## src/rtl/counter_datachk.sv

```systemverilog
// counter_datachk: receive-side checker for the 8-bit incrementing counter
// pattern on the HPIO loopback link.
//
// The checker tries the 8 bit rotations of the received word one at a time
// and locks onto the rotation that makes the stream count up by one.
// While locked, it counts the received words and the words that break the
// pattern.
//
// Handshake: data_valid is a one-way strobe from the RX FIFO read side.
// data_in is consumed on every clk_200m edge where data_valid is high.
// There is no backpressure, so the checker is always ready.
// On a cycle with data_valid low, no checker state changes.
// The one exception is clear, which zeroes the counters in any cycle.
//
// FSM visibility: the two-state FSM is visible directly on the locked
// output, because locked is the state register itself.
module counter_datachk #(
  parameter int LOCK_COUNT   = 16,
  parameter int UNLOCK_COUNT = 4
) (
  input  logic        clk_200m,
  input  logic        rst,
  input  logic        data_valid,
  input  logic [7:0]  data_in,
  input  logic        clear,
  output logic        locked,
  output logic [2:0]  rot,
  output logic [7:0]  expected,
  output logic [31:0] word_count,
  output logic [31:0] err_count,
  output logic        err_flag
);

  localparam logic [7:0] LOCK_N   = 8'(LOCK_COUNT);
  localparam logic [7:0] UNLOCK_N = 8'(UNLOCK_COUNT);

  typedef enum logic {
    SEARCH = 1'b0,
    LOCKED = 1'b1
  } state_t;

  state_t      state;
  logic [7:0]  prev;
  logic        have_prev;
  logic [7:0]  match_cnt;
  logic [7:0]  bad_run;
  logic [15:0] doubled;
  logic [7:0]  aligned;

  // Rotate data_in right by rot: aligned[i] = data_in[(i+rot) mod 8].
  always_comb begin
    doubled = {data_in, data_in};
    aligned = doubled[rot +: 8];
  end

  assign locked = (state == LOCKED);

  // Main checker: rotation search, lock tracking, and the saturating counters.
  always_ff @(posedge clk_200m or posedge rst) begin
    if (rst) begin
      state      <= SEARCH;
      rot        <= 3'd0;
      prev       <= 8'd0;
      have_prev  <= 1'b0;
      match_cnt  <= 8'd0;
      bad_run    <= 8'd0;
      expected   <= 8'd0;
      word_count <= 32'd0;
      err_count  <= 32'd0;
      err_flag   <= 1'b0;
    end else begin
      err_flag <= 1'b0;

      // clear takes priority over any increment later in this block.
      if (clear) begin
        word_count <= 32'd0;
        err_count  <= 32'd0;
      end

      if (data_valid) begin
        case (state)
          SEARCH: begin
            if (!have_prev) begin
              // First word at this rotation only seeds the comparison.
              prev      <= aligned;
              have_prev <= 1'b1;
              match_cnt <= 8'd0;
            end else if (aligned == prev + 8'd1) begin
              prev <= aligned;
              if (match_cnt + 8'd1 == LOCK_N) begin
                state     <= LOCKED;
                expected  <= aligned + 8'd1;
                bad_run   <= 8'd0;
                match_cnt <= 8'd0;
                have_prev <= 1'b0;
              end else begin
                match_cnt <= match_cnt + 8'd1;
              end
            end else begin
              // Wrong rotation: try the next one and drop this word.
              rot       <= rot + 3'd1;
              have_prev <= 1'b0;
              match_cnt <= 8'd0;
            end
          end

          LOCKED: begin
            if (!clear && word_count != 32'hFFFF_FFFF)
              word_count <= word_count + 32'd1;

            // Always advance, so one corrupted word costs exactly one error.
            expected <= expected + 8'd1;

            if (aligned == expected) begin
              bad_run <= 8'd0;
            end else begin
              err_flag <= 1'b1;
              if (!clear && err_count != 32'hFFFF_FFFF)
                err_count <= err_count + 32'd1;
              if (bad_run + 8'd1 == UNLOCK_N) begin
                // Too many mismatches in a row: search again from the kept rot.
                state     <= SEARCH;
                have_prev <= 1'b0;
                match_cnt <= 8'd0;
                bad_run   <= 8'd0;
              end else begin
                bad_run <= bad_run + 8'd1;
              end
            end
          end

          default: state <= SEARCH;
        endcase
      end
    end
  end

endmodule

```

## config.mk

```make
export PLATFORM = sky130hd
export DESIGN_NAME = counter_datachk
export DESIGN_NICKNAME = d
export VERILOG_FILES = /design/src/rtl/counter_datachk.sv
export SDC_FILE = /design/constraint.sdc
export NUM_CORES = 1
export LEC_CHECK = 0
export CAP_MARGIN = 20
export CORE_ASPECT_RATIO = 1.4
export CORE_UTILIZATION = 55
export DETAILED_ROUTE_END_ITERATION = 12
export PLACE_DENSITY_LB_ADDON = 0.12
export RECOVER_POWER = 50
export SYNTH_ARGS = -nofsm -noshare
export SYNTH_HDL_FRONTEND = slang
export SYNTH_SLANG_ARGS = --single-unit
```

## constraint.sdc

```tcl
create_clock -name clk_200m -period 5.9 [get_ports clk_200m]
set_clock_uncertainty 0.1 [all_clocks]
set_input_delay 1.18 -clock clk_200m [delete_from_list [all_inputs] [get_ports clk_200m]]
set_output_delay 1.18 -clock clk_200m [all_outputs]
set_load 0.005 [all_outputs]
```

==> summary.txt <==
Drt
  – Drt via density: between 5 and 6
  – Final ANT Viol Nets: 0
  – Drt first-iter violations: approximately 330
  – Final WL: about 15000 um
  – DR pass1 iterations: 5
  – Vias: between 5000 and 6000
  – Wirelength per Cell: about 17 um
  – DRC viols: 0

Clock network
  – Post-CTS setup buffer count: 0
  – Htree depth: 3
  – CTS Buffer Depth: 2
  – Hold Buf Count CTS: 0
  – CTS root buf: clkbuf_16
  – Clock Pin Slew Worst Setup and Hold Paths: 80 ps
  – Worst-Skew Late Latency: 340 ps
  – Post_cts resized: 0
  – CTS Buf Count: 9
  – TritonCTS clock tree: built
  – Clock sink count: between 100 and 150

Synthesis
  – Syn Nets: between 600 and 700
  – Leading area contributor after synthesis: dfrtp_1
  – Ys flop type: dfrtp_1
  – Asr flop ratio synth: 100.0%
  – Post-synthesis cell count: about 650
  – Post-synth EDFFs: 0
  – Synth unique cells: 63
  – Avg Cell Area, Syn: 9.441 um2
  – Ys Warns: 0
  – Synth top area share: approximately two fifths
  – Sequential share of the synthesized area: 41.40%
  – Top post-synthesis cells by area: dfrtp_1, xor2_1, xnor2_1
  – Synthesized area: 0.006165 mm2
  – Seq cells post-synth: about 100

Global route
  – First-pass GRT wire length: 24940 um
  – Aggregate global routing overflow: 0
  – Vias in the first global route: between 5000 and 6000
  – Antenna violations before repair: 0
  – GRT Total Usage: between 20% and 30%
  – Largest net degree at the start of global routing: between 60 and 70

Setup path
  – Startpoint types: primary input
  – Worst setup EP type: flop
  – CP delay by family, top: compound AO/OA/AOI/OAI gates
  – Crit path cell chain: clkdlybuf4s50_1 -> mux4_1 -> mux2i_1 -> xnor2_1 -> nor4_1 -> a21oi_1 -> o21ai_1 -> o21bai_1 -> a21o_1
  – CP required: 6080 ps
  – Setup CP Type: in -> reg
  – CP Max Fanout: 9
  – CP arrival: approximately 4700 ps
  – Max incr delay on CP: ~650 ps
  – Crit-path slowest cell: o21ai_1
  – CP bufs+invs: 1

Pwr
  – Comb power frac: between 30% and 40%
  – Clock power frac: between 20% and 30%
  – Int Power: 1.441 mW
  – Cell Pwr Density: between 200 and 300 mW/mm2
  – Sw Ratio: 35.09%
  – Leak: 3.292 nW
  – Worst vdd ir: roughly 0.26 mV
  – Net switching power: just under 0.8 mW
  – Flop pwr share: a little under two fifths

Floorplan
  – Die W: just over 90 um
  – Core Rows: 45
  – Chip Height: ~130 um
  – Initial Util: a little under three fifths
  – IO Count: slightly below 90
  – Core Area: roughly 0.011 mm2
  – DIE AREA: 0.01164 mm2

Outcome
  – Failing checks: max-capacitance violations, max-slew violations
  – Status: finished with violations

STA
  – Max-slew violations: 52
  – Tcrit/Tclk final: between 70% and 80%
  – Final Critical Period: ~4500 ps
  – Setup TNS: 0 ps
  – Max-Slew Margin vs Limit: -50.16%
  – Final hold vios: 0
  – Final WS setup: between 1000 and 1500 ps
  – Final Setup Violations: 0
  – Slew of the pin with the lowest slew margin: around 2200 ps
  – RSZ-0062 raised after global routing: no
  – Max Fclk: roughly 220 MHz

Finish
  – Area Growth Syn to Fin: 20.46%
  – Ant diodes: 0
  – Register area: 0.002552 mm2
  – Filler cells: 866
  – Layout cell share with drive strength beyond 1: between 6 and 7%
  – Final #Nets: between 700 and 800
  – Area of the multi-input gates: 0.003412 mm2

Placed design
  – HPWL Detailed: 10260 um
  – GP Congestion: roughly 0.9
  – PortBufs: 88
  – Pre-CTS WS: roughly 1100 ps

Min path
  – Hold WC Path Type: reg -> reg

Flow run
  – Max-cap violations: 1
cell families after synthesis:
logic type,count (synthesis),synth area share [%]
and+or+nand+nor,294,24.17
xor gates and xnor gates,73,10.37
buffers and inverters,46,3.308
muxes,35,8.666
AOI/OAI and AO/OA,94,10.25
adders and majority gates,9,1.827
DFF,102,41.40
flip-flops by register name, summed over array words and instances, names as in the netlist:
signal	flops
word_count	32
err_flag	1
have_prev	1
rot	3
expected	8
prev	8
match_cnt	8
err_count	32
locked	1
bad_run	8
layout make-up:
class | count | area share (%)
clock buffer | 10 | 3.218
clock inverter | 6 | 0.9941
inverter | 20 | 1.028
multi-input combinational | 505 | 45.95
sequential | 102 | 34.37
tap | 141 | 2.376
timing repair buffer | 91 | 12.06
layout by cell type (no fill, tap or decap), types with 7 or more instances in the layout:
cell type	Yosys	layout
dfrtp_1	102	102
dlygate4sd3_1	0	72
nor2_1	64	64
nand2_1	62	62
nand3_1	43	43
xor2_1	39	39
xnor2_1	34	34
and3_1	25	25
nand4_1	24	24
o21ai_0	24	24
a21oi_1	23	22
inv_1	20	19
or3_1	19	19
mux2i_1	15	15
clkdlybuf4s50_1	0	15
nor3_1	10	10
and2_1	10	10
a31oi_1	9	9
ha_1	9	9
clkbuf_16	0	9
nand2b_1	7	7
worst paths after layout:
kind                             from       endpoint  slack (ps)  depth (start not counted)
min reg2reg                bad_run[7]     bad_run[7]         400                          1
max reg2reg                    rot[1]   match_cnt[7]        1950                          8
max                        data_in[4]   match_cnt[2]        1370                          9
max in group asynchronous         rst   err_count[3]        1860                          3
min in group asynchronous         rst  word_count[1]        1790                          2
min                        bad_run[7]     bad_run[7]         400                          1
power groups by stage:
stage          combinational [mW]  clock, mW  sequential, mW
6_report                    0.762      0.623           0.836
5_1_grt                     0.824      0.660           0.845
4_1_cts                     0.759      0.638           0.834
3_5_place_dp                0.748          0           0.846
3_3_place_gp                0.730          0           0.842
2_1_floorplan               0.639          0           0.795
routing by layer:
metal,GRT usage [%],part of all wire [%],vias up
li1,-,-,2478
met5,0,0,-
met2,44.80,49,146
met1,31.93,42,2571
met3,5.952,5.1,41
met4,14.29,4.1,0
per-stage QoR:
| step | power (mW) | cell area [um2] | hold WS, ps | util [%] | instances |
|---|---|---|---|---|---|
| floorplan | 1.434 | 6165 | 353.4 | - | 653 |
| global placement | 1.572 | 7117 | 380.4 | 65.49 | 859 |
| CTS | 2.230 | 7430 | 398.3 | 68.37 | 875 |
| detailed placement | 1.594 | 7117 | 389.5 | 65.49 | 859 |
| finish | 2.221 | 7426 | 397.0 | 68.34 | 875 |
| global route | 2.329 | 7426 | 430.0 | 68.34 | 875 |
synthesized netlist by cell type, types with 4 or more instances:
cell / number
xnor2_1: 34
nand2b_1: 7
and2_1: 10
nand4_1: 24
xor2_1: 39
mux2_2: 5
clkbuf_1: 17
nand2_1: 62
or3_1: 19
inv_1: 20
and4_1: 6
nor4_1: 5
nor3_1: 10
mux4_1: 6
a31oi_1: 9
a21o_1: 6
and3_1: 25
mux2i_1: 15
nor2b_1: 6
buf_2: 4
ha_1: 9
o21ai_0: 24
nor2_1: 64
nand3_1: 43
dfrtp_1: 102
a21oi_1: 23
o31ai_1: 5
No activity file was read; power rests on OpenSTA's default activity.
